===== src/rtl/alarm_trigger.sv =====
// Alarm/chime request generator for the bell stage: matches time-of-day against the
// programmed alarm and hourly chime, and manages snooze, stop and the ring window.
module alarm_trigger #(
    parameter int BELL_LEN   = 5,
    parameter int SNOOZE_MIN = 5,
    parameter int MAX_SNOOZE = 3
) (
    input  logic       clk,
    input  logic       rst,
    input  logic       tick_1hz,
    input  logic [4:0] cur_hour,
    input  logic [5:0] cur_min,
    input  logic [5:0] cur_sec,
    input  logic       set_en,
    input  logic [4:0] set_hour,
    input  logic [5:0] set_min,
    input  logic       alarm_en,
    input  logic       chime_en,
    input  logic       snooze,
    input  logic       stop,
    output logic       sig_ring,
    output logic       sig_step,
    output logic [4:0] alarm_hour,
    output logic [5:0] alarm_min,
    output logic       snoozing
);

    typedef enum logic [1:0] {IDLE, REQ, ACTIVE, SNOOZE} state_t;

    localparam int          WIN_W       = $clog2(BELL_LEN + 1);
    localparam int          SNZ_W       = $clog2(MAX_SNOOZE + 1);
    localparam logic [11:0] SNOOZE_LOAD = 12'(SNOOZE_MIN * 60 - 1);

    state_t             state_q, state_d;
    logic               src_alarm_q, src_alarm_d;
    logic [SNZ_W-1:0]   snz_cnt_q, snz_cnt_d;
    logic [WIN_W-1:0]   win_cnt_q, win_cnt_d;
    logic [11:0]        sec_cnt_q, sec_cnt_d;
    logic               step_q;
    logic [4:0]         alarm_hour_q;
    logic [5:0]         alarm_min_q;

    logic match_tick, match_a, match_c, snooze_ok, alarm_owned;

    // A tick with cur_sec==0 occurs once per minute, so matches cannot repeat within it.
    assign match_tick  = tick_1hz && (cur_sec == 6'd0);
    assign match_a     = match_tick && alarm_en && (cur_hour == alarm_hour_q)
                         && (cur_min == alarm_min_q);
    assign match_c     = match_tick && chime_en && (cur_min == 6'd0);
    assign alarm_owned = (state_q == REQ && src_alarm_q) || state_q == ACTIVE
                         || state_q == SNOOZE;
    assign snooze_ok   = snooze && (snz_cnt_q < SNZ_W'(MAX_SNOOZE))
                         && ((state_q == REQ && src_alarm_q) || state_q == ACTIVE);

    always_comb begin
        state_d     = state_q;
        src_alarm_d = src_alarm_q;
        snz_cnt_d   = snz_cnt_q;
        win_cnt_d   = win_cnt_q;
        sec_cnt_d   = sec_cnt_q;
        if (stop) begin
            state_d   = IDLE;
            snz_cnt_d = '0;
        end else if (!alarm_en && alarm_owned) begin
            state_d   = IDLE;
            snz_cnt_d = '0;
        end else if (snooze_ok) begin
            state_d   = SNOOZE;
            snz_cnt_d = snz_cnt_q + 1'b1;
            sec_cnt_d = SNOOZE_LOAD;
        end else begin
            unique case (state_q)
                IDLE: begin
                    if (match_a) begin
                        state_d     = REQ;
                        src_alarm_d = 1'b1;
                        snz_cnt_d   = '0;
                    end else if (match_c) begin
                        state_d     = REQ;
                        src_alarm_d = 1'b0;
                    end
                end
                REQ: begin
                    // Leave only after the bell stage has seen ring high during a step pulse.
                    if (step_q) begin
                        state_d   = src_alarm_q ? ACTIVE : IDLE;
                        win_cnt_d = '0;
                    end
                end
                ACTIVE: begin
                    if (tick_1hz) begin
                        if (win_cnt_q == WIN_W'(BELL_LEN - 1)) state_d = IDLE;
                        else win_cnt_d = win_cnt_q + 1'b1;
                    end
                end
                SNOOZE: begin
                    if (tick_1hz) begin
                        if (sec_cnt_q == 12'd0) begin
                            state_d     = REQ;
                            src_alarm_d = 1'b1;
                        end else begin
                            sec_cnt_d = sec_cnt_q - 1'b1;
                        end
                    end
                end
                default: state_d = IDLE;
            endcase
        end
    end

    always_ff @(posedge clk) begin
        if (rst) begin
            state_q      <= IDLE;
            src_alarm_q  <= 1'b0;
            snz_cnt_q    <= '0;
            win_cnt_q    <= '0;
            sec_cnt_q    <= '0;
            step_q       <= 1'b0;
            alarm_hour_q <= '0;
            alarm_min_q  <= '0;
        end else begin
            state_q     <= state_d;
            src_alarm_q <= src_alarm_d;
            snz_cnt_q   <= snz_cnt_d;
            win_cnt_q   <= win_cnt_d;
            sec_cnt_q   <= sec_cnt_d;
            step_q      <= tick_1hz;
            if (set_en && set_hour <= 5'd23 && set_min <= 6'd59) begin
                alarm_hour_q <= set_hour;
                alarm_min_q  <= set_min;
            end
        end
    end

    assign sig_ring   = (state_q == REQ);
    assign sig_step   = step_q;
    assign snoozing   = (state_q == SNOOZE);
    assign alarm_hour = alarm_hour_q;
    assign alarm_min  = alarm_min_q;

endmodule

===== config.mk =====
export PLATFORM = sky130hd
export DESIGN_NAME = alarm_trigger
export DESIGN_NICKNAME = d
export VERILOG_FILES = /design/src/rtl/alarm_trigger.sv
export SDC_FILE = /design/constraint.sdc
export NUM_CORES = 1
export LEC_CHECK = 0
export BUFFER_PORTS_ARGS = -buffer_cell sky130_fd_sc_hd__buf_2
export CORE_MARGIN = 2
export CORE_UTILIZATION = 25
export DETAILED_ROUTE_END_ITERATION = 10
export PLACE_DENSITY = 0.47
export SKIP_CTS_REPAIR_TIMING = 1
export SYNTH_ARGS = -nofsm -noshare
export SYNTH_HDL_FRONTEND = slang
export SYNTH_SLANG_ARGS = --single-unit

===== constraint.sdc =====
create_clock -name clk -period 2.1 [get_ports clk]
set_input_delay 0.105 -clock clk [delete_from_list [all_inputs] [get_ports clk]]
set_output_delay 0.105 -clock clk [all_outputs]
set_load 0.01 [all_outputs]

Word-level counts from Yosys, hierarchy flattened
Cells that the tools add are included.
Storage, ports and cells
  register bits: 32
  output and inout bits: 14
Operators by class
  add/subtract/negate cells: 3
  order comparisons: 3
  eq/ne operators: 19
  muxes and demuxes: 26
  bitwise operators: 3
  reductions and logical operators: 31
Operators by type and width (number)
  two-way mux 12 bit: 4
  two-way mux 2 bit: 12
  AND reduction 7 bit: 2
  logical AND 1 bit: 12
  logical NOT 12 bit: 1
  logical NOT 6 bit: 2
  nonzero test 2 bit: 6
  subtractor 12 x 1 -> 12 bit (second input constant): 1
  two-way mux 3 bit: 3
  != test 2 bit (second input constant): 4
  one-hot mux 2 bit (4 select lines): 1
  == test 6 bit: 1
  <= comparator 6 bit (second input constant): 1
  != test 3 x 1 -> 1 bit (second input constant): 2
  != test 3 x 2 -> 1 bit (second input constant): 2
  != test 3 bit (second input constant): 2
  one-hot mux 3 bit (2 select lines): 1
  AND reduction 6 bit: 1
  == test 5 bit: 1
  <= comparator 5 bit (second input constant): 1
  AND reduction 5 bit: 1
  == test 2 bit (second input constant): 2
  two-way mux 1 bit: 4
  != test 2 x 1 -> 1 bit (second input constant): 2
  other kinds (13): 16

Depth between registers and ports, before layout
  depth in word-level cells: 8
  depth in mapped cells: 9
  mapped depth without buffers: 7

Worst setup path after synthesis
OpenSTA, ideal clock, no wires.
  kind: reg2reg
  from: register state_q[0]
  to: register sec_cnt_q[7]
  library setup time: 0.059 ns
  data arrival time: 2.116 ns
  slack: -0.075 ns
  cell stages (with the launch flop): 9
  period minus slack after synthesis: 2.175 ns
  path through: dfxtp_1 inv_1 ha_1 buf_2 a211oi_1 o21bai_1 or4_4 or4_1 nand2_1
On the way
  cells in the longest elaborated chain, start to end: 7
  elaborated cells on any way between the ends: 14
  classes of those cells: eq/ne (4); mux (1); bitwise (1); reduce/logical (8)
RTL lines
  from (decl): line 34  | state_t state_q, state_d;
  from (signal assigned): line 122  | state_q <= state_d;
  parallel branches: the longest is 7 deep, another holds AND reduction 5 bit
  to (signal assigned): line 126  | sec_cnt_q <= sec_cnt_d;
  to (decl): line 38  | logic [11:0] sec_cnt_q, sec_cnt_d;
Several ways; the timed one is not identified.
A chain may end at the register's enable or synchronous reset.

Final worst setup path
  from: register state_q[1]
  to: register sec_cnt_q[7]
Same word-level chain as after synthesis.

==> metrics.csv <==
stage;metric;value;unit
floorplan;core outline area;0.00733;mm2
clocking;worst skew pair latency;0.29;ns
logic_synthesis;Mapped Area;0.00191;mm2
run_status;status;completed;
worst_setup_path;slowest stage cell, crit path;or4_4;
clocking;CTS sink count;32;
layout;area grow syn2layout;30.5;%
logic_synthesis;sequential area share after synthesis;0.335;
routing;vias;1894;
global_route;global-route wire length before repair;8510;um
routing;WL per Instance;13.4;um
logic_synthesis;Mapped Avg Cell Area;8.47;um2
timing;hold_ws;0.0452;ns
logic_synthesis;Yosys top cell by area;dfxtp_1;
logic_synthesis;syn nets;272;
logic_synthesis;Async SR Flop Fraction;0;
logic_synthesis;Post-synth EDFFs;0;
floorplan;die footprint;0.00837;mm2
layout;# diodes;0;
pwr;Lkg Pwr;0.00107;uW
layout;layout net count;335;
worst_setup_path;Crit path arrival time;2.26;ns
routing;Antenna Nets Post-Route;0;
run;Max-Cap Viols;0;
clocking;CTS tree;done;
worst_setup_path;CP endpoint kind;register;
timing;Setup Skew;0.0112;ns
routing;via-per-instance ratio;4.87;
worst_setup_path;CP Launch Type;register;
logic_synthesis;Yosys warnings;0;
clocking;H-Tree Depth;2;
timing;final setup fails;0;
clocking;Root Buffer;clkbuf_8;
routing;Residual DRC;0;
logic_synthesis;Synth area leaders;dfxtp_1 (33%), ha_1 (6.5%), a21oi_1 (5.2%);
worst_setup_path;CP max stage delay;0.49;ns
logic_synthesis;Post-Syn Instances;226;
worst_setup_path;Max FO, Critical Path;4;
worst_setup_path;Setup CP Type;register to register;
timing;final hold viol count;0;
timing;setup TNS after final layout;0;ns
timing;crit share post-route;0.965;
clocking;CTS Buffer Depth;2;
logic_synthesis;Synth cell types;47;
routing;final WL;5210;um
timing;Max Slew Vio Count;0;
global_route;initial antenna violation count;0;
logic_synthesis;top cell type's share of synthesized area;0.335;
global_route;vias in the first global route;1798;
placed_design;PortBufs;49;
timing;Fmax achieved;0.494;GHz
global_route;largest net degree at the start of global routing;23;
layout;number of fillers in the final layout;785;
timing;Max-slew headroom;0.676;
pwr;pwr/cell area;522;mW/mm2
pwr;VDD IR-drop max;0.212;mV
timing;Period minus WS final;2.03;ns
floorplan;chip height;91.5;um
placed_design;Post-DP HPWL;4010;um
timing;RSZ-0062 raised after global routing;yes;
floorplan;Initial Util;0.261;
clocking;TritonCTS Buffers;5;
logic_synthesis;Synth Register Bits;32;
global_route;total track usage;0.127;
placed_design;RD Place Congestion;0.798;
timing;pin slew with the least headroom to its limit;0.486;ns
worst_setup_path;CP Data Required Time;2.33;ns
clocking;Clk pin slew, worst setup/hold paths;0.08;ns
routing;DRT iter0 DRCs;64;
global_route;total grt overflow;0;
worst_hold_path;worst min path class;input pin to register;
routing;drt pass-1 iters;4;
floorplan;Die Wd;91.5;um
logic_synthesis;Post-synth top flop;dfxtp_1;
layout;layout cells sized above 1;0.334;
floorplan;# rows;31;
floorplan;I/O Pins;50;
worst_setup_path;CP Cell Sequence;inv_1 > ha_2 > a211oi_4 > o21bai_2 > or4_4 > or4_1 > nand2_1;
[area by class of cell]
cell class / instances / area [um2] / share of cell area
multi-input combinational: 177 / 1240 / 0.496
sequential: 32 / 643 / 0.258
timing repair buffer: 65 / 369 / 0.148
tap: 99 / 124 / 0.0496
clock buffer: 6 / 82.6 / 0.0331
inverter: 8 / 30.0 / 0.0120
clock inverter: 2 / 10.0 / 0.00401
[power by group]
part | leakage (uW) | internal (uW) | switching (uW)
registers | 0.000261 | 620 | 13.0
clock network | 0.0000510 | 262 | 249
logic | 0.000756 | 78.7 | 79.5
[routing by layer]
layer  up-vias  track usage  wire [um]
met5         -            0          0
met4         0       0.0379         66
met3         6       0.0357        299
met2        57        0.213       2370
met1       880        0.158       2480
li1        951            -          -
[registers in the layout, summed over array words and instances (netlist names)]
name         count
alarm_hour       5
alarm_min        6
sec_cnt_q       12
sig_step         1
snz_cnt_q        2
src_alarm_q      1
state_q          2
win_cnt_q        3
[kinds of logic after synthesis]
kind of cell,count (synthesis),share of synthesized area
adders and majority gates,10,0.0654
xor gates and xnor gates,13,0.0595
DFF,32,0.335
AOI/OAI and AO/OA,54,0.180
and+or+nand+nor,90,0.272
buffers and inverters,17,0.0366
muxes,10,0.0523
[worst max-delay path: cells and delay by family, from the launching register on]
family | cells | cell delay (ns)
DFF | 1 | 0.34
buffers and inverters | 1 | 0.06
adders and majority gates | 1 | 0.19
AOI/OAI and AO/OA | 2 | 0.41
and+or+nand+nor | 3 | 0.96
[synth_stat cells (2+ instances only)]
master / n
dfxtp_1: 32
nor2_1: 21
a21oi_1: 20
nand2_1: 12
nand4_1: 12
xnor2_1: 11
ha_1: 10
mux2i_1: 10
o21ai_0: 9
inv_1: 8
a211oi_1: 6
or3_1: 6
nand3_1: 5
and2_1: 4
buf_2: 4
clkbuf_1: 4
a21o_1: 3
nor2b_1: 3
nor3_1: 3
nor4_1: 3
nor4_2: 3
o211ai_1: 3
or4_1: 3
a311oi_1: 2
and3_1: 2
nand2b_1: 2
o21bai_1: 2
or2_2: 2
or4_4: 2
xor2_1: 2
[metrics by stage]
step                worst slack [ns]  utilization  total power (uW)  std cells  cell area (um2)
detailed placement           0.00329        0.324               808        381             2380
CTS                          -0.0210        0.337              1320        389             2470
floorplan                    0.00686            -               731        226             1930
global route                -0.00365        0.341              1360        389             2500
finish                        0.0741        0.341              1300        389             2500
global placement              0.0571        0.324               806        381             2380
[final timing paths]
| kind | startpoint | to | slack [ns] | depth (start not counted) |
|---|---|---|---|---|
| min | set_hour[0] | alarm_hour[0] | 0.05 | 3 |
| min reg2reg | win_cnt_q[0] | win_cnt_q[0] | 0.49 | 2 |
| max reg2reg | state_q[1] | sec_cnt_q[7] | 0.07 | 7 |
| max | state_q[1] | sec_cnt_q[7] | 0.07 | 7 |
[layout by cell type, fill, tap and decap left out, types with 3 or more instances in the layout]
cell and n:
xnor2_1 11, o21ai_0 8, a21oi_1 19, nor2_1 21, nor2b_1 3, nor4_2 3
or4_1 3, clkbuf_8 6, ha_1 8, o211ai_1 3, inv_1 7, a21o_1 3
nand4_1 12, mux2i_1 10, nor4_1 3, buf_4 15, nor3_1 3, a211oi_1 3
dfxtp_1 30, and2_1 4, or3_1 6, nand2_1 12, buf_2 49, nand3_1 5
No activity file was read; power rests on OpenSTA's default activity.
